**src/rtl/dvfs_seg_scan.sv**
```systemverilog
// Multiplexed 7-segment driver for DVFS telemetry; updates latch only at frame boundaries.
// Optional leading-zero blanking is enabled by defining DVFS_SEG_LZB_EN.
module dvfs_seg_scan #(
  parameter int NUM_DIGITS   = 4,
  parameter int REFRESH_DIV  = 100000,
  parameter int BLANK_CYCLES = 16
) (
  input  logic                    clk,
  input  logic                    rst_n,
  input  logic [4*NUM_DIGITS-1:0] value,
  input  logic                    load,
  input  logic [NUM_DIGITS-1:0]   digit_en,
  input  logic [NUM_DIGITS-1:0]   dp_in,
  output logic [6:0]              seg,
  output logic                    dp,
  output logic [NUM_DIGITS-1:0]   an,
  output logic                    frame_done
);

  localparam int CW = $clog2(REFRESH_DIV);
  localparam int IW = (NUM_DIGITS > 1) ? $clog2(NUM_DIGITS) : 1;
  localparam int VW = 4 * NUM_DIGITS;

  logic [CW-1:0]         cnt;
  logic [IW-1:0]         idx;
  logic [VW-1:0]         act_val, pend_val;
  logic [NUM_DIGITS-1:0] act_dp, pend_dp;
  logic                  pend_flag;

  logic                  last_idx, slot_end, frame_end, pre_frame_end;
  logic [NUM_DIGITS-1:0] lz;
  logic [3:0]            nib;
  logic                  cur_en, cur_dp, cur_lz;

  assign last_idx      = (idx == IW'(NUM_DIGITS - 1));
  assign slot_end      = (cnt == CW'(REFRESH_DIV - 1));
  assign frame_end     = slot_end && last_idx;
  // frame_done is registered one cycle early so it lands exactly on the wrap cycle
  assign pre_frame_end = (cnt == CW'(REFRESH_DIV - 2)) && last_idx;

  always_comb begin
    logic z;
    lz = '0;
    z  = 1'b1;
`ifdef DVFS_SEG_LZB_EN
    for (int i = NUM_DIGITS - 1; i > 0; i--) begin
      z     = z && (act_val[4*i +: 4] == 4'd0);
      lz[i] = z;
    end
`else
    z = 1'b0;
`endif
  end

  always_comb begin
    nib    = '0;
    cur_en = 1'b0;
    cur_dp = 1'b0;
    cur_lz = 1'b0;
    for (int i = 0; i < NUM_DIGITS; i++) begin
      if (idx == IW'(i)) begin
        nib    = act_val[4*i +: 4];
        cur_en = digit_en[i];
        cur_dp = act_dp[i];
        cur_lz = lz[i];
      end
    end
  end

  function automatic logic [6:0] hex7(input logic [3:0] n);
    case (n)
      4'h0: hex7 = 7'h40;  4'h1: hex7 = 7'h79;  4'h2: hex7 = 7'h24;  4'h3: hex7 = 7'h30;
      4'h4: hex7 = 7'h19;  4'h5: hex7 = 7'h12;  4'h6: hex7 = 7'h02;  4'h7: hex7 = 7'h78;
      4'h8: hex7 = 7'h00;  4'h9: hex7 = 7'h10;  4'hA: hex7 = 7'h08;  4'hB: hex7 = 7'h03;
      4'hC: hex7 = 7'h46;  4'hD: hex7 = 7'h21;  4'hE: hex7 = 7'h06;  default: hex7 = 7'h0E;
    endcase
  endfunction

  always_ff @(posedge clk or negedge rst_n) begin
    if (!rst_n) begin
      cnt        <= '0;
      idx        <= '0;
      act_val    <= '0;
      act_dp     <= '0;
      pend_val   <= '0;
      pend_dp    <= '0;
      pend_flag  <= 1'b0;
      an         <= '1;
      seg        <= 7'h7F;
      dp         <= 1'b1;
      frame_done <= 1'b0;
    end else begin
      cnt        <= slot_end ? '0 : cnt + CW'(1);
      frame_done <= pre_frame_end;
      if (slot_end) idx <= last_idx ? '0 : idx + IW'(1);

      if (frame_end) begin
        if (load) begin
          act_val <= value;
          act_dp  <= dp_in;
        end else if (pend_flag) begin
          act_val <= pend_val;
          act_dp  <= pend_dp;
        end
        pend_flag <= 1'b0;
      end else if (load) begin
        pend_val  <= value;
        pend_dp   <= dp_in;
        pend_flag <= 1'b1;
      end

      // Anti-ghost: anodes stay off for the first cycles of every slot
      if (cnt < CW'(BLANK_CYCLES) || !cur_en || cur_lz) begin
        an  <= '1;
        seg <= 7'h7F;
        dp  <= 1'b1;
      end else begin
        an  <= ~(NUM_DIGITS'(1) << idx);
        seg <= hex7(nib);
        dp  <= ~cur_dp;
      end
    end
  end

endmodule

```
**config.mk**
```make
export PLATFORM = sky130hd
export DESIGN_NAME = dvfs_seg_scan
export DESIGN_NICKNAME = d
export VERILOG_FILES = /design/src/rtl/dvfs_seg_scan.sv
export SDC_FILE = /design/constraint.sdc
export NUM_CORES = 1
export LEC_CHECK = 0
export CAP_MARGIN = 20
export CORE_MARGIN = 4
export CORE_UTILIZATION = 60
export DETAILED_ROUTE_END_ITERATION = 7
export GPL_TIMING_DRIVEN = 0
export PLACE_DENSITY = 0.93
export SYNTH_ARGS = -nofsm -noshare
export SYNTH_HDL_FRONTEND = slang
export SYNTH_SLANG_ARGS = --single-unit
```
**constraint.sdc**
```tcl
create_clock -name clk -period 5 [get_ports clk]
set_input_delay 1 -clock clk [delete_from_list [all_inputs] [get_ports clk]]
set_output_delay 1 -clock clk [all_outputs]
set_load 0.02 [all_outputs]
```
* Yosys cells after proc, flatten, opt, wreduce, memory -nomap -nowiden
Memory sizes are Yosys's and may differ from the RTL's. Index checks and enable logic that the tools add are counted.
Operators by class: order comparisons 1, reductions and logical operators 9, bitwise logic cells 3, shift-type cells 1, equal/unequal tests 5, multiplexer cells 23, $add $sub $neg 2
Operators by type and width (count):
- 17-bit == test (second input constant) | 2
- 16-bit two-way mux | 2
- 4-bit two-way mux | 7
- 17-bit by 1-bit adder with 17-bit output (second input constant) | 1
- 17-bit by 5-bit < comparator with 1-bit output (second input constant) | 1
- 17-bit two-way mux | 1
- 1-bit two-way mux | 11
- 7-bit two-way mux | 1
- 2-bit == test (second input constant) | 2
- 4-bit NOT | 1
- 2-bit AND reduction | 2
- 2-bit nonzero test | 2
- 1-bit by 2-bit left shift with 4-bit output (first input constant) | 1
- 2-bit by 1-bit adder with 2-bit output (second input constant) | 1
- 2-bit by 1-bit == test with 1-bit output (second input constant) | 1
- 1-bit logical AND | 2
- 2-bit zero test | 1
- 2-bit two-way mux | 1
- 1-bit NOT | 2
- 1-bit zero test | 1
- 1-bit logical OR | 1
Word-level totals: memories kept 1, flip-flop bits (word level) 73, bits in read-only memories 112, output and inout bits 13, word-level logic and storage cells 56
Memory list:
- (name not given) | depth 16, bits a word 7, read ports 1, clocked after memory_dff 0, write ports 0, line 71 | case (n)

* Longest topological paths before layout
Gate-level depths: netlist of the first run.
depth in word-level cells 8, mapped depth 11, depth with buffers taken out 10

* Least setup slack after synthesis of the first run
OpenSTA, ideal clock, no wires.
path kind register to register, start point register idx[0], end point register seg[3], period minus slack after synthesis 2206 ps, arrival time 2111 ps, library setup time 95 ps, buffers on the path 1, required time 4905 ps, stages on the path, launching flop included 11, setup slack 2794 ps, cell sequence dfrtp_1 -> ha_1 -> buf_2 -> inv_1 -> o22ai_1 -> a31oi_1 -> inv_1 -> ha_1 -> nor2_1 -> nor4bb_1 -> a41oi_1
On the way: word-level cells in the longest chain between the ends 8, elaborated cells between the ends (all ways) 16, those cells by class 3 x eq/ne; 9 x mux; 3 x reduce/logical; 1 x memory
Ends and longest elaborated chain:
- from (decl) | line 25 | logic [IW-1:0] idx;
- from (signal assigned) | line 95 | if (slot_end) idx <= last_idx ? '0 : idx + IW'(1);
- parallel branches: the longest is 7 deep, another holds memory 16 x 7 bit
- 7-bit two-way mux * | line 113 | if (cnt < CW'(BLANK_CYCLES) || !cur_en || cur_lz) begin
- to (signal assigned) | line 119 | seg <= hex7(nib);
- to (decl) | line 14 | output logic [6:0] seg,
Every way passes the cells marked *. A chain may end at the register's enable or synchronous reset.

* Worst setup path in the final report of the first run
Same ends and word-level chain as after synthesis.

==> results of run 1 <==
-- critical path, cell delays in order (launching register included) --
cell and delay, ps:
dfrtp_1 420, ha_1 300, buf_2 210, inv_1 140, o22ai_1 110, a31oi_1 450
inv_1 210, ha_1 340, nor2_1 60, nor4bb_1 250, a41oi_1 70
-- metal layers --
layer,vias to the layer above,wire (microns),GRT usage,share of wire
met4,0,173,0.0963,0.021
li1,1389,-,-,-
met1,1431,3510,0.296,0.43
met2,92,4070,0.402,0.50
met5,-,0,0,0
met3,19,431,0.0530,0.053
-- per-stage QoR --
stage / total power, W / setup slack [ps]
CTS: 0.00116 / 2370
floorplan: 0.000675 / 2790
global route: 0.00120 / 2160
detailed placement: 0.000725 / 2320
finish: 0.00116 / 2360
global placement: 0.000721 / 631
-- worst max path at each step --
stage | start | to | slack, ps | depth (start not counted)
floorplan | idx[0]$_DFFE_PN0N_ | seg[3]$_DFF_PN1_ | 2790 | 10
global placement | rst_n | pend_val[4]$_DFFE_PN0P_ | 630 | 1
detailed placement | digit_en[0] | seg[4]$_DFF_PN1_ | 2320 | 6
CTS | idx[0]$_DFFE_PN0N_ | seg[3]$_DFF_PN1_ | 2370 | 10
global route | idx[0]$_DFFE_PN0N_ | seg[3]$_DFF_PN1_ | 2160 | 10
finish | idx[0]$_DFFE_PN0N_ | seg[3]$_DFF_PN1_ | 2360 | 10
-- registers in the layout, summed over array words and instances, names as in the netlist --
name,cells
act_dp,4
pend_val,16
cnt,17
act_val,16
pend_flag,1
an,4
seg,7
frame_done,1
dp,1
idx,2
pend_dp,4
-- cells in the mapped netlist, types with 2 or more instances --
cell type / count
a21oi_1: 24
a221o_1: 5
and3_1: 3
and4_1: 6
buf_2: 8
buf_4: 5
clkbuf_1: 9
dfrtp_1: 61
dfstp_2: 12
ha_1: 12
inv_1: 14
mux2_2: 20
nand2_1: 29
nand2b_1: 2
nand3_1: 11
nand3b_1: 10
nand4_1: 4
nor2_1: 30
nor2b_1: 3
nor3_1: 20
nor3b_1: 2
o21ai_0: 8
o221a_1: 10
o221a_2: 5
o221ai_1: 4
o22ai_1: 2
o32ai_1: 4
or3_1: 3
xnor2_1: 9
xor2_1: 4
-- power by group through the flow --
stage	sequential (W)	combinational [W]	clock (W)
6_report	0.000626	0.0000872	0.000442
5_1_grt	0.000629	0.0000966	0.000471
4_1_cts	0.000626	0.0000886	0.000445
3_5_place_dp	0.000637	0.0000881	0
3_3_place_gp	0.000636	0.0000852	0
2_1_floorplan	0.000638	0.0000379	0
-- logic make-up (layout without fill, tap and decap cells) --
group,count (synthesis),in the layout,synth area share
simple gates,131,131,0.186
flops,73,73,0.493
buf+inv,37,91,0.0469
fa+ha+maj,12,12,0.0402
mux,20,20,0.0603
compound gates,70,70,0.142
xor+xnor,13,13,0.0305
-- final cells by class --
type / count / area [sq um]
Multi-Input combinational cell: 246 / 1720
Buffer: 23 / 123
Timing Repair Buffer: 38 / 378
Inverter: 14 / 52.6
Clock buffer: 12 / 135
Sequential cell: 73 / 1840
Tap cell: 75 / 93.8
Fill cell: 420 / 1610
Clock inverter: 4 / 45.0
==> impl_metrics.yaml, run 1 <==
drt:
  firstDrtPassIters: 4
  drt-initial-drc-count: 207
  route.detailed.drc: 0
  vias_per_cell: 6.04
  drtAntennaViolNets: 0
  routedWlPerCell_microns: 16.9
  routed_wl_mm: 8.19
  vias: 2931
logic_synthesis:
  synthArstFlopShare: 1.00
  synth_area_sq_um: 3730
  synth-edff-count: 0
  synth_flop_cell: "dfrtp_1"
  syn-num-nets: 395
  synth_top_area_frac: 0.409
  synth.avg_cell_area_sq_um: 10.5
  ys_seq_area_frac: 0.493
  synth_cells: 356
  yosysWarningCount: 0
  synth_seq_cells: 73
  ys_types: 47
  ys_top_cells_by_area: "dfrtp_1 (41%), dfstp_2 (8.4%), mux2_2 (6.0%)"
  yosys.area.top_type: "dfrtp_1"
job:
  cap_violations: 0
clocking:
  cts-resized-gates: 0
  cts_hold_repair.buffers: 0
  cts.sinks: 73
  clock_latency_ps: 360
  cts_buffers: 9
  clk_pin_slew_ps: 70
  cts_setup_buffers: 0
  htree_levels: 3
  root_buffer: "clkbuf_8"
  cts_max_path_buffers: 2
  cts_tree: "yes"
global_route:
  antenna_found_initial: 0
  grt_pass1_vias: 3058
  overflow: 0
  grtUsageTotal: 0.238
  grt_start_max_net_pins: 74
  grt_pass1_wl_mm: 14.1
placed_design:
  hpwl_mm: 5.91
  dp_cells: 469
  routabilityCongestion: 0.862
  placed_cell_area_sq_um: 4200
  portBuffers: 38
layout:
  areaGrowthSynthToFinish_pct: 17.5
  n_antenna_cell: 0
  nets: 444
  final_common_cell: "dfrtp_1"
  final_util: 0.732
  fin_cells: 485
  layout-drive-gt1-share: 0.171
  final_cell_area_sq_um: 4380
  final_cell_mix: "dfrtp_1 (61), clkdlybuf4s50_1 (37), nor2_1 (30)"
min_path:
  hold_path_startpoint: "pend_val[0]$_DFFE_PN0P_"
  min_to: "pend_val[0]$_DFFE_PN0P_"
  min_path_cells: 1
  worst_hold_path_type: "reg -> reg"
sta:
  hold_violations: 0
  slew_headroom: 0.415
  max_freq_ghz: 0.379
  min_period_ps: 2640
  finalSetupTns_ps: 0
  finalMaxSlewViolations: 0
  timing.final.crit_share: 0.527
  fin_skew_ps: 8.84
  grt_setup_unrepaired: "no"
  max_slew.worst_pin.slew_ps: 877
  setup_violations: 0
  hold-worst-slack_ps: 507
worst_setup_path:
  arrival_ps: 2910
  r2r-start: "idx[0]$_DFFE_PN0N_"
  path_max_fanout: 10
  reg2reg_depth: 10
  r2r-end: "seg[3]$_DFF_PN1_"
  startpoint_type: "register"
  cp.required_ps: 5270
  r2r_setup_slack_ps: 2360
  endpoint_kind: "register"
  criticalPathCategory: "reg -> reg"
pwr:
  power_switching_w: 0.000267
  pwr-share-comb: 0.075
  peakVddDrop_uv: 209
  power.leakage_nw: 1.83
  p_seq_frac: 0.542
  switching_share: 0.231
  intPower_w: 0.000889
  power.share.clock: 0.383
  p_per_area_nw_per_um2: 264
die:
  initial_core_util: 0.623
  io_pins: 40
  core_area_sq_um: 5990
  fp.dieW_microns: 86.9
  die_y_microns: 86.9
  rows: 28
  dieArea_sq_um: 7550
run_status:
  outcome: "complete, no violations"
Power figures use the tool's default switching activity.
==> run 2, diff against run 1 <==
--- a/config.mk
+++ b/config.mk
@@ -7,10 +7,10 @@
 export LEC_CHECK = 0
 export CAP_MARGIN = 20
 export CORE_MARGIN = 4
-export CORE_UTILIZATION = 60
+export CORE_UTILIZATION = 51
 export DETAILED_ROUTE_END_ITERATION = 7
 export GPL_TIMING_DRIVEN = 0
-export PLACE_DENSITY = 0.93
+export PLACE_DENSITY = 0.85
 export SYNTH_ARGS = -nofsm -noshare
 export SYNTH_HDL_FRONTEND = slang
 export SYNTH_SLANG_ARGS = --single-unit
==> constraint.sdc (replaced) <==
create_clock -name clk -period 2.26 [get_ports clk]
set_input_delay 0.452 -clock clk [delete_from_list [all_inputs] [get_ports clk]]
set_output_delay 0.452 -clock clk [all_outputs]
set_load 0.02 [all_outputs]
==> impl_metrics.yaml, run 2 (same netlist as run 1, synthesis figures left out) <==
sta:
  min_period_ps: 2160
  hold_violations: 0
  timing.final.crit_share: 0.958
  slew_headroom: 0.407
  finalMaxSlewViolations: 0
  max_freq_ghz: 0.462
  finalSetupTns_ps: 0
  fin_skew_ps: 8.43
  max_slew.worst_pin.slew_ps: 889
  setup_violations: 0
placed_design:
  dp_cells: 490
  hpwl_mm: 6.02
  portBuffers: 38
  routabilityCongestion: 0.887
pwr:
  power.leakage_nw: 1.88
  p_per_area_nw_per_um2: 592
  peakVddDrop_uv: 480
die:
  fp.dieW_microns: 93.5
  initial_core_util: 0.537
  dieArea_sq_um: 8750
  io_pins: 40
  die_y_microns: 93.5
  rows: 30
  core_area_sq_um: 6940
worst_setup_path:
  criticalPathCategory: "reg -> reg"
  path_max_fanout: 10
  cp.required_ps: 2530
  startpoint_type: "register"
  endpoint_kind: "register"
  arrival_ps: 2440
clocking:
  root_buffer: "clkbuf_8"
  cts_hold_repair.buffers: 0
  htree_levels: 3
  cts_tree: "yes"
  cts_buffers: 9
  cts.sinks: 73
  clk_pin_slew_ps: 80
  cts_max_path_buffers: 2
  clock_latency_ps: 350
global_route:
  grt_pass1_vias: 2963
  grtUsageTotal: 0.203
  overflow: 0
  antenna_found_initial: 0
  grt_start_max_net_pins: 74
  grt_pass1_wl_mm: 13.9
drt:
  drtAntennaViolNets: 0
  highest-signal-layer: "met4"
  routedWlPerCell_microns: 16.7
  wl_met2_mm: 4.36
  wl_met1_mm: 3.53
  drt-initial-drc-count: 124
  routed_wl_mm: 8.54
  route.detailed.drc: 0
  vias: 2985
  vias_per_cell: 5.83
  firstDrtPassIters: 4
  met3_length_microns: 476
run_status:
  outcome: "complete, no violations"
layout:
  areaGrowthSynthToFinish_pct: 23.9
  top_regs: "cnt: 17 flops, act_val: 16 flops, pend_val: 16 flops"
  final_util: 0.666
  final_common_cell: "dfrtp_1"
  n_antenna_cell: 0
  fin_cells: 512
  final_cell_mix: "dfrtp_1 (60), clkdlybuf4s50_1 (37), nand2_1 (29)"
  top_register: "cnt"
  nets: 450
  layout-drive-gt1-share: 0.240
  largest_register_ffs: 17
job:
  cap_violations: 0
min_path:
  worst_hold_path_type: "in -> async"
==> run 2: changes by cell type in the layout (fill, tap and decap cells not counted), moves of 2 or more <==
cell	delta
inv_2	+4
inv_1	-4
ha_2	+3
ha_1	-6
buf_4	+8
clkbuf_1	-3
a21oi_1	-2
nor2_1	-2
a21oi_2	+2
clkbuf_8	+2
buf_2	-4
ha_4	+3
==> run 2: final timing paths <==
kind,start,endpoint,slack (ps),cells past startpoint
max,idx[1]$_DFFE_PN0N_,seg[3]$_DFF_PN1_,100,10
min,rst_n,cnt[5]$_DFF_PN0_,190,1
max reg2reg,idx[1]$_DFFE_PN0N_,seg[3]$_DFF_PN1_,100,10
min reg2reg,pend_val[6]$_DFFE_PN0P_,pend_val[6]$_DFFE_PN0P_,510,1
max in group asynchronous,rst_n,idx[0]$_DFFE_PN0N_,1440,1
min in group clk,pend_val[6]$_DFFE_PN0P_,pend_val[6]$_DFFE_PN0P_,510,1
==> run 2: stage by stage <==
stage	instance area, sq um	power (W)	hold WS (ps)	setup WS, ps
finish	4620	0.00274	195	95.0
detailed placement	4230	0.00160	495	-317
CTS	4500	0.00275	256	0.505
global placement	4230	0.00160	487	-1610
floorplan	3730	0.00149	156	54.0
global route	4620	0.00283	294	-23.3
==> run 2: layout make-up <==
class / count / area (sq um)
inverter: 14 / 52.6
clock inverter: 5 / 77.6
buffer: 23 / 136
clock buffer: 11 / 151
timing repair buffer: 44 / 423
fill: 510 / 2320
sequential: 73 / 1840
multi-input combinational: 246 / 1820
tap: 96 / 120
==> run 2: repair_timing <==
item	in CTS	in global routing
buffers inserted	3	3
pin swaps	1	3
endpoints found under the setup margin	7	7
endpoints found under the hold margin	0	0
resized for setup	6	27
==> run 2: worst max-delay path, cell delays in order, from the launching register on <==
cell	delay, ps
dfrtp_1	430
inv_2	70
ha_2	210
buf_6	150
nand3b_1	200
a31oi_4	240
inv_2	90
ha_4	280
nor2_2	40
nor4bb_2	290
a41oi_1	70
==> run 2: per-layer routing <==
layer	track usage	vias up
met5	0	-
li1	-	1404
met1	0.248	1470
met3	0.0539	22
met2	0.341	89
met4	0.0806	0
==> run 2: report_power, final <==
part	total, W	switching, W	leakage (nW)	internal [W]
clock network	0.00116	0.000479	0.115	0.000678
registers	0.00139	0.0000265	0.900	0.00136
logic	0.000193	0.0000906	0.866	0.000103
total	0.00274	0.000596	1.88	0.00214
==> run 3, diff against run 2 <==
--- a/config.mk
+++ b/config.mk
@@ -11,6 +11,7 @@
 export DETAILED_ROUTE_END_ITERATION = 7
 export GPL_TIMING_DRIVEN = 0
 export PLACE_DENSITY = 0.85
+export SLEW_MARGIN = 20
 export SYNTH_ARGS = -nofsm -noshare
 export SYNTH_HDL_FRONTEND = slang
 export SYNTH_SLANG_ARGS = --single-unit
==> impl_metrics.yaml, run 3 (same netlist as run 1, synthesis figures left out) <==
layout:
  top_regs: "cnt: 17 flops, act_val: 16 flops, pend_val: 16 flops"
  n_antenna_cell: 0
  register_area_sq_um: 1840
  final_util: 0.669
  areaGrowthSynthToFinish_pct: 24.5
  top_register: "cnt"
  nets: 448
  final_cell_mix: "dfrtp_1 (59), clkdlybuf4s50_1 (37), nand2_1 (29)"
  final_common_cell: "dfrtp_1"
  n_fill_cell: 509
  multi_input_area_sq_um: 1810
  largest_register_ffs: 17
  layout-drive-gt1-share: 0.234
  final_cell_area_sq_um: 4650
pwr:
  p_per_area_nw_per_um2: 631
  power_w: 0.00293
  peakVddDrop_uv: 496
  power.leakage_nw: 1.89
run_status:
  outcome: "complete, no violations"
placed_design:
  placed_cell_area_sq_um: 4250
  hpwl_mm: 6.11
  routabilityCongestion: 0.887
  portBuffers: 38
sta:
  hold-worst-slack_ps: 57.5
  max_slew.worst_pin.slew_ps: 485
  slew_headroom: 0.677
  setup_violations: 0
  fin_skew_ps: 8.63
  max_freq_ghz: 0.457
  finalMaxSlewViolations: 0
  min_period_ps: 2190
  hold_violations: 0
  timing.final.crit_share: 0.968
  grt_setup_unrepaired: "yes"
drt:
  drt-initial-drc-count: 221
  vias: 3043
  route.detailed.drc: 0
  routed_wl_mm: 8.79
  vias_per_cell: 5.97
  routedWlPerCell_microns: 17.2
  firstDrtPassIters: 5
  drtAntennaViolNets: 0
worst_setup_path:
  max_stage_delay_ps: 430
  critPathMostFrequentCell: "buf_4"
  startpoint: "idx[0]$_DFFE_PN0N_"
  cpMaxStageDelayCell: "dfrtp_2"
  cp.required_ps: 2520
  criticalPathCategory: "reg -> reg"
  startpoint_type: "register"
  critPathBufInv: 3
  path_cells: "inv_2 -> ha_1 -> buf_4 -> nand2b_1 -> o22ai_1 -> a31oi_2 -> buf_4 -> ha_2 -> nor2b_2 -> a21oi_1 -> o221ai_1"
  arrival_ps: 2450
  path_delay_family: "compound AO/OA/AOI/OAI gates"
  path_max_fanout: 10
  r2r-start: "idx[0]$_DFFE_PN0N_"
  endpoint_kind: "register"
clocking:
  clk_pin_slew_ps: 80
  htree_levels: 3
  cts_tree: "yes"
  clock_latency_ps: 350
  cts_max_path_buffers: 2
  cts_buffers: 9
  root_buffer: "clkbuf_8"
  cts.sinks: 73
die:
  initial_core_util: 0.537
  die_y_microns: 93.5
  fp.dieW_microns: 93.5
  dieArea_sq_um: 8750
  core_area_sq_um: 6940
  rows: 30
  io_pins: 40
global_route:
  grt_pass1_vias: 3022
  grt_pass1_wl_mm: 14.0
  antenna_found_initial: 0
  grtUsageTotal: 0.202
  overflow: 0
  grt_start_max_net_pins: 38
min_path:
  worst_hold_path_type: "in -> async"
job:
  cap_violations: 0
[run 3: area by class of cell]
class | count | area share
Clock buffer | 10 | 0.0296
Buffer | 23 | 0.0288
Clock inverter | 6 | 0.0277
Sequential cell | 73 | 0.397
Tap cell | 96 | 0.0258
Multi-Input combinational cell | 246 | 0.390
Inverter | 14 | 0.0113
Timing Repair Buffer | 42 | 0.0904
[run 3: power breakdown]
group / internal (W) / leakage, nW / switching (W)
logic: 0.000106 / 0.861 / 0.0000929
clock network: 0.000870 / 0.134 / 0.000480
registers: 0.00136 / 0.898 / 0.0000262
[run 3: final timing paths]
kind | end | slack (ps) | cells past startpoint
max | seg[5]$_DFF_PN1_ | 70 | 11
min | cnt[12]$_DFF_PN0_ | 60 | 1
min in group clk | pend_val[13]$_DFFE_PN0P_ | 510 | 1
min reg2reg | pend_val[13]$_DFFE_PN0P_ | 510 | 1
max reg2reg | seg[5]$_DFF_PN1_ | 70 | 11
max in group asynchronous | act_val[0]$_DFFE_PN0P_ | 1650 | 2
[run 3: repair_timing]
item / CTS / global route
setup endpoints to repair: 6 / 7
gates resized for setup: 3 / 31
gates cloned: 0 / 0
setup buffers: 3 / 0
endpoints found under the hold margin: 0 / 0
hold buffers: 0 / 0
pin swaps: 1 / 4
[run 3: layer usage]
metal	vias to the layer above	part of all wire	track usage
met3	22	0.062	0.0410
met5	-	0	0
met4	0	0.027	0.0878
li1	1404	-	-
met2	125	0.50	0.338
met1	1492	0.41	0.254
[run 3: per-stage QoR]
step / setup slack (ps) / cells / TNS [ps]
floorplan: 54.0 / 356 / 0
global placement: -1610 / 490 / -107960
detailed placement: -339 / 491 / -1130
CTS: 5.80 / 510 / 0
global route: -32.9 / 510 / -79.3
finish: 71.5 / 510 / 0
==> RTL edit 1: new RTL, config.mk and constraints of run 2 <==
The parameter `NUM_DIGITS` goes from 4 to 8.
--- a/src/rtl/dvfs_seg_scan.sv
+++ b/src/rtl/dvfs_seg_scan.sv
@@ -2,5 +2,5 @@
 // Optional leading-zero blanking is enabled by defining DVFS_SEG_LZB_EN.
 module dvfs_seg_scan #(
-  parameter int NUM_DIGITS   = 4,
+  parameter int NUM_DIGITS   = 8,
   parameter int REFRESH_DIV  = 100000,
   parameter int BLANK_CYCLES = 16
Ports: changed (resized an, digit_en, dp_in and value); port bits go from 40 to 68. No check against the original RTL was run, so the function may have changed too.
==> RTL edit 1 against run 2 <==
  * The flow now finishes with violations (design-rule violations, negative setup slack)
  * Die area grew 55%
  * Final area grew 75%
  * Sequential cell count grew 45
  * Routed wire length grew 96%
  * Global-route usage grew 4.0 points
  * Total power grew 100%
  * Worst setup slack lost 0.37 ns
  * Synthesized area grew 61%
  * Critical path type unchanged
  * Critical endpoint is now seg[0]$_DFF_PN1_
  * Highest routed layer unchanged
==> RTL edit 1: results (changes against run 2) <==
- The commonest cells after synthesis are sky130_fd_sc_hd__dfrtp_1, sky130_fd_sc_hd__nand2_1, sky130_fd_sc_hd__o21ai_0, sky130_fd_sc_hd__mux2i_1, sky130_fd_sc_hd__mux2_4.
- In this run the worst setup path terminates at seg[0]$_DFF_PN1_.
- The global-route usage over all layers is 24.3% (+4.0 points).
* Vias in the first global route: 5017 (+69%)
- Max Fanout on Critical Path: 7 (-3)
- Setup Viol. Count Final: 7 (+7)
- Crit path setup slack, layout: -0.278 ns (-0.373 ns)
- H-tree levels: 4 (+1)
- The summed negative setup slack over all endpoints was -1.71 ns (-1.71 ns).
- The final setup skew was 0.0101 ns (+0.00172 ns).
- For this design, the slowest cell found on the critical path is sky130_fd_sc_hd__dfrtp_2.
- Worst endpoint data arrival time: 2.89 ns (+0.45 ns)
- Status: finished, violations left
- The post-route non-filler standard cell count is 805 (+57%).
- The post-detailed-route wirelength per cell was 20.8 um (+25%).
- Tracing the worst setup path back leads to its startpoint at idx[0]$_DFFE_PN0N_.
- Share of synthesized area occupied by flip-flops and latches: 49.6% (+0.22 points)
* Worst VDD drop: 0.805 mV (+68%)
- Failing checks: design-rule violations, negative setup slack
- The count of nets after finishing is 714 (+59%).
* Worst Tran Pin Value: 0.878 ns (-0.0103 ns)
- The number of instances in the placed design came to 743 (+52%).
- Iteration count of the initial detailed-routing pass: 8 (+4)
- The latest clock arrival within the worst-skew pair is 0.42 ns (+0.07 ns).
- Kind of cell with the highest combined delay on the critical path: compound AO/OA/AOI/OAI gates
- The startpoint identified for the worst register-to-register timing path is idx[0]$_DFFE_PN0N_.
* Post-detailed-route DRC marker count: 8 (+8)
- The post-synthesis net count was 598 (+51%).
-- RTL edit 1: changes by cell type in the layout (fill, tap and decap cells not counted), sizes merged, moves of 28 or more --
| cell | run 2 | this run |
|---|---|---|
| dfrtp | 61 | 102 |
| clkdlybuf4s50 | 37 | 65 |
| o21ai | 8 | 55 |
| buf | 20 | 48 |
| mux2i | 0 | 43 |
| nand2 | 30 | 82 |
-- RTL edit 1: kinds of logic (layout without fill, tap and decap cells) --
group           Yosys count  count (layout)  synth area share (%)
simple gates            155             155                  12.4
flops                   118             118                  49.6
compound gates          103             103                  11.5
mux                      83              83                  17.2
buf+inv                  46             175                  4.42
fa+ha+maj                14              14                  2.92
xor+xnor                 14              14                  2.04
-- RTL edit 1: worst register-to-register path, delay by kind of cell, from the launching register on --
| family | cells | cell delay [ns] |
|---|---|---|
| DFF | 1 | 0.47 |
| AOI/OAI and AO/OA | 4 | 1.07 |
| buffers and inverters | 2 | 0.31 |
| and+or+nand+nor | 2 | 0.25 |
| adders and majority gates | 2 | 0.36 |
-- RTL edit 1: final cells by class --
type | instances | area [um2] | share of cell area (%)
Buffer | 29 | 228 | 2.81
Clock buffer | 24 | 492 | 6.07
Clock inverter | 8 | 120 | 1.48
Inverter | 13 | 61.3 | 0.757
Multi-Input combinational cell | 369 | 3050 | 37.7
Sequential cell | 118 | 2980 | 36.7
Tap cell | 143 | 179 | 2.21
Timing Repair Buffer | 101 | 992 | 12.2
-- RTL edit 1: per-layer routing --
metal	vias up	part of all wire [%]	track usage (%)
met3	75	7.1	5.49
met1	2395	38	29.3
met4	0	4.1	12.1
li1	2095	-	-
met2	271	51	40.8
met5	-	0	0
-- RTL edit 1: report_power, final --
group	switching [W]	internal, W
combinational	0.000178	0.000254
sequential	0.0000463	0.00220
clock	0.000957	0.00184
==> RTL edit 2: new RTL, flow settings as in run 2 <==
Without the edit above. Remove the register `frame_done`: a continuous assignment takes its place, so the output `frame_done` follows one clock earlier. Comments in the files are not updated.
--- a/src/rtl/dvfs_seg_scan.sv
+++ b/src/rtl/dvfs_seg_scan.sv
@@ -89,8 +89,6 @@
       seg        <= 7'h7F;
       dp         <= 1'b1;
-      frame_done <= 1'b0;
     end else begin
       cnt        <= slot_end ? '0 : cnt + CW'(1);
-      frame_done <= pre_frame_end;
       if (slot_end) idx <= last_idx ? '0 : idx + IW'(1);
 
@@ -123,4 +121,6 @@
   end
 
+  assign frame_done = pre_frame_end;
+
 endmodule
 
Function: no difference found for any inputs over 10 cycles, from zero or initial values and one cycle with rst_n low; that may be too few to reach the edited logic, so the function may still have changed.
==> RTL edit 2 against run 2 <==
  * Largest power group unchanged
  * Sequential cell count is 1 lower
  * Routed wire length fell by 2.4%
  * Highest routed layer unchanged
  * Non-clock buffer count did not move
  * Synthesized area fell by 0.67%
  * Clock power decreased by 21%
  * Core utilization is 1.1 points lower
  * Worst setup slack worse by 0.031 ns
  * Count of clock-buffer cells in the layout unchanged
  * Final area shrank 1.7%
  * Global-route usage is 0.41 points lower
  * Total power down 9.5%
==> RTL edit 2: results (changes against run 2) <==
* Status: finished clean
* Number of nets in the synthesized netlist: 394 (-0.25%)
- Final #Nets: 449 (-0.22%)
- GR met2 Demand/Resource: 32.5% (-1.5 points)
- The average cell area after synthesis came to 10.4 um2 (-0.39%).
* Fraction of synthesized cell area in xor and xnor cells: 3.07% (+0.021 points)
- Fraction of the mapped netlist area in compound gates: 14.3% (+0.096 points)
- Fraction of final layout cells sized beyond drive strength 1: 25.1% (+1.0 points)
- The met1 track demand over resource in global routing is 25.6% (+0.79 points).
* Detailed route wirelength on metal2: 4140 um (-5.2%)
- Fin cells: 511 (-0.20%)
- Multiplexer share of the synthesized area: 6.07% (+0.041 points)
* Weighted congestion at the end of routability-driven global placement: 0.902 (+1.6%)
- The normalized max-slew margin came to 42.8% (+2.0 points).
* Number of DRC markers in iteration 0: 105 (-15%)
- Vias in the first global route: 2854 (-3.7%)
- Cell Count Post-Placement: 489 (-0.20%)
- The post-detailed-route wirelength per cell was 16.3 um (-2.2%).
* Biggest regs: cnt (17), act_val (16), pend_val (16)
- The share of synthesized area occupied by flip-flops and latches came to 49.0% (-0.34 points).
- The worst voltage drop across the vdd grid is 0.397 mV (-17%).
- Routed met3 length: 404 um (-15%)
- The arrival time of data at the critical path endpoint is 2.46 ns (+0.02 ns).
- The total CTS buffers is 9 (unchanged).
- Most area-consuming cells after synthesis: sky130_fd_sc_hd__dfrtp_1, sky130_fd_sc_hd__dfstp_2, sky130_fd_sc_hd__mux2_2
* Buffer depth of the longest clock path: 2 (unchanged)
* First-pass GRT wire length: 13500 um (-2.8%)
- The placed wire-length estimate is 5800 um (-3.7%).
* Fraction of registers with async set/reset: 100% (unchanged)
* Total inserted antenna cells: 0 (unchanged)
- Adder and majority cell fraction of the synthesized area: 4.05% (+0.027 points)
- The maximum number of pins on one net before global-route repair is 73 (-1.4%).
- Wire length on met1: 3690 um (+4.5%)
- Average via count per standard cell: 5.83 (about the same)
- Global routing usage summed across all routing layers: 19.9% (-0.41 points)
## RTL edit 2: cell count changes after synthesis
cell	delta
sky130_fd_sc_hd__dfrtp_1	-1
## RTL edit 2: final timing paths
path	start	to	slack, ns	depth (start not counted)
max	idx[0]$_DFFE_PN0N_	seg[5]$_DFF_PN1_	0.06	10
min	rst_n	cnt[5]$_DFF_PN0_	0.21	1
max reg2reg	idx[0]$_DFFE_PN0N_	seg[5]$_DFF_PN1_	0.06	10
min reg2reg	pend_val[11]$_DFFE_PN0P_	pend_val[11]$_DFFE_PN0P_	0.51	1
max in group asynchronous	rst_n	idx[0]$_DFFE_PN0N_	1.47	1
min in group clk	pend_val[11]$_DFFE_PN0P_	pend_val[11]$_DFFE_PN0P_	0.51	1
## RTL edit 2: worst max-delay path, stage by stage, from the launching register on
cell	delay (ns)
sky130_fd_sc_hd__dfrtp_2	0.46
sky130_fd_sc_hd__ha_4	0.21
sky130_fd_sc_hd__buf_4	0.18
sky130_fd_sc_hd__inv_1	0.15
sky130_fd_sc_hd__o22ai_2	0.13
sky130_fd_sc_hd__a31oi_4	0.18
sky130_fd_sc_hd__buf_4	0.17
sky130_fd_sc_hd__ha_2	0.19
sky130_fd_sc_hd__nor2b_2	0.21
sky130_fd_sc_hd__a21oi_2	0.04
sky130_fd_sc_hd__o221ai_1	0.19
## RTL edit 2: per-stage QoR
step	utilization, %	cell area, um2	setup TNS, ns	total power [W]	worst slack (ns)
finish	65.5	4550	0	0.00248	0.0639
global route	65.5	4550	-0.105	0.00257	-0.0428
global placement	60.6	4210	-102.40	0.00158	-1.55
detailed placement	60.6	4210	-1.39	0.00159	-0.354
floorplan	-	3710	0	0.00148	0.0540
CTS	63.6	4420	0	0.00249	0.00700
## RTL edit 2: area by class of cell
type,count,area (um2),share of cell area (%)
timing repair buffer,44,420,9.25
buffer,23,130,2.86
multi-input combinational,246,1830,40.2
tap,96,120,2.64
clock buffer,11,141,3.11
inverter,14,52.6,1.16
sequential,72,1820,40.0
clock inverter,5,32.5,0.716
## RTL edit 2: repair_timing
action	CTS	global route
gates cloned	0	0
gates resized for setup	10	31
buffers inserted	3	3
endpoints found under the setup margin	8	31
pin swaps	2	4
## RTL edit 2: report_power, final
part / total, W / switching (W) / internal, W
Clock: 0.000916 / 0.000492 / 0.000424
Combinational: 0.000193 / 0.0000908 / 0.000102
Sequential: 0.00137 / 0.0000254 / 0.00134
## RTL edit 2: logic make-up after synthesis
| kind of cell | after synthesis |
|---|---|
| buffers and inverters | 37 |
| xor gates and xnor gates | 13 |
| adders and majority gates | 12 |
| AOI/OAI and AO/OA | 70 |
| and+or+nand+nor | 131 |
| DFF | 72 |
| muxes | 20 |
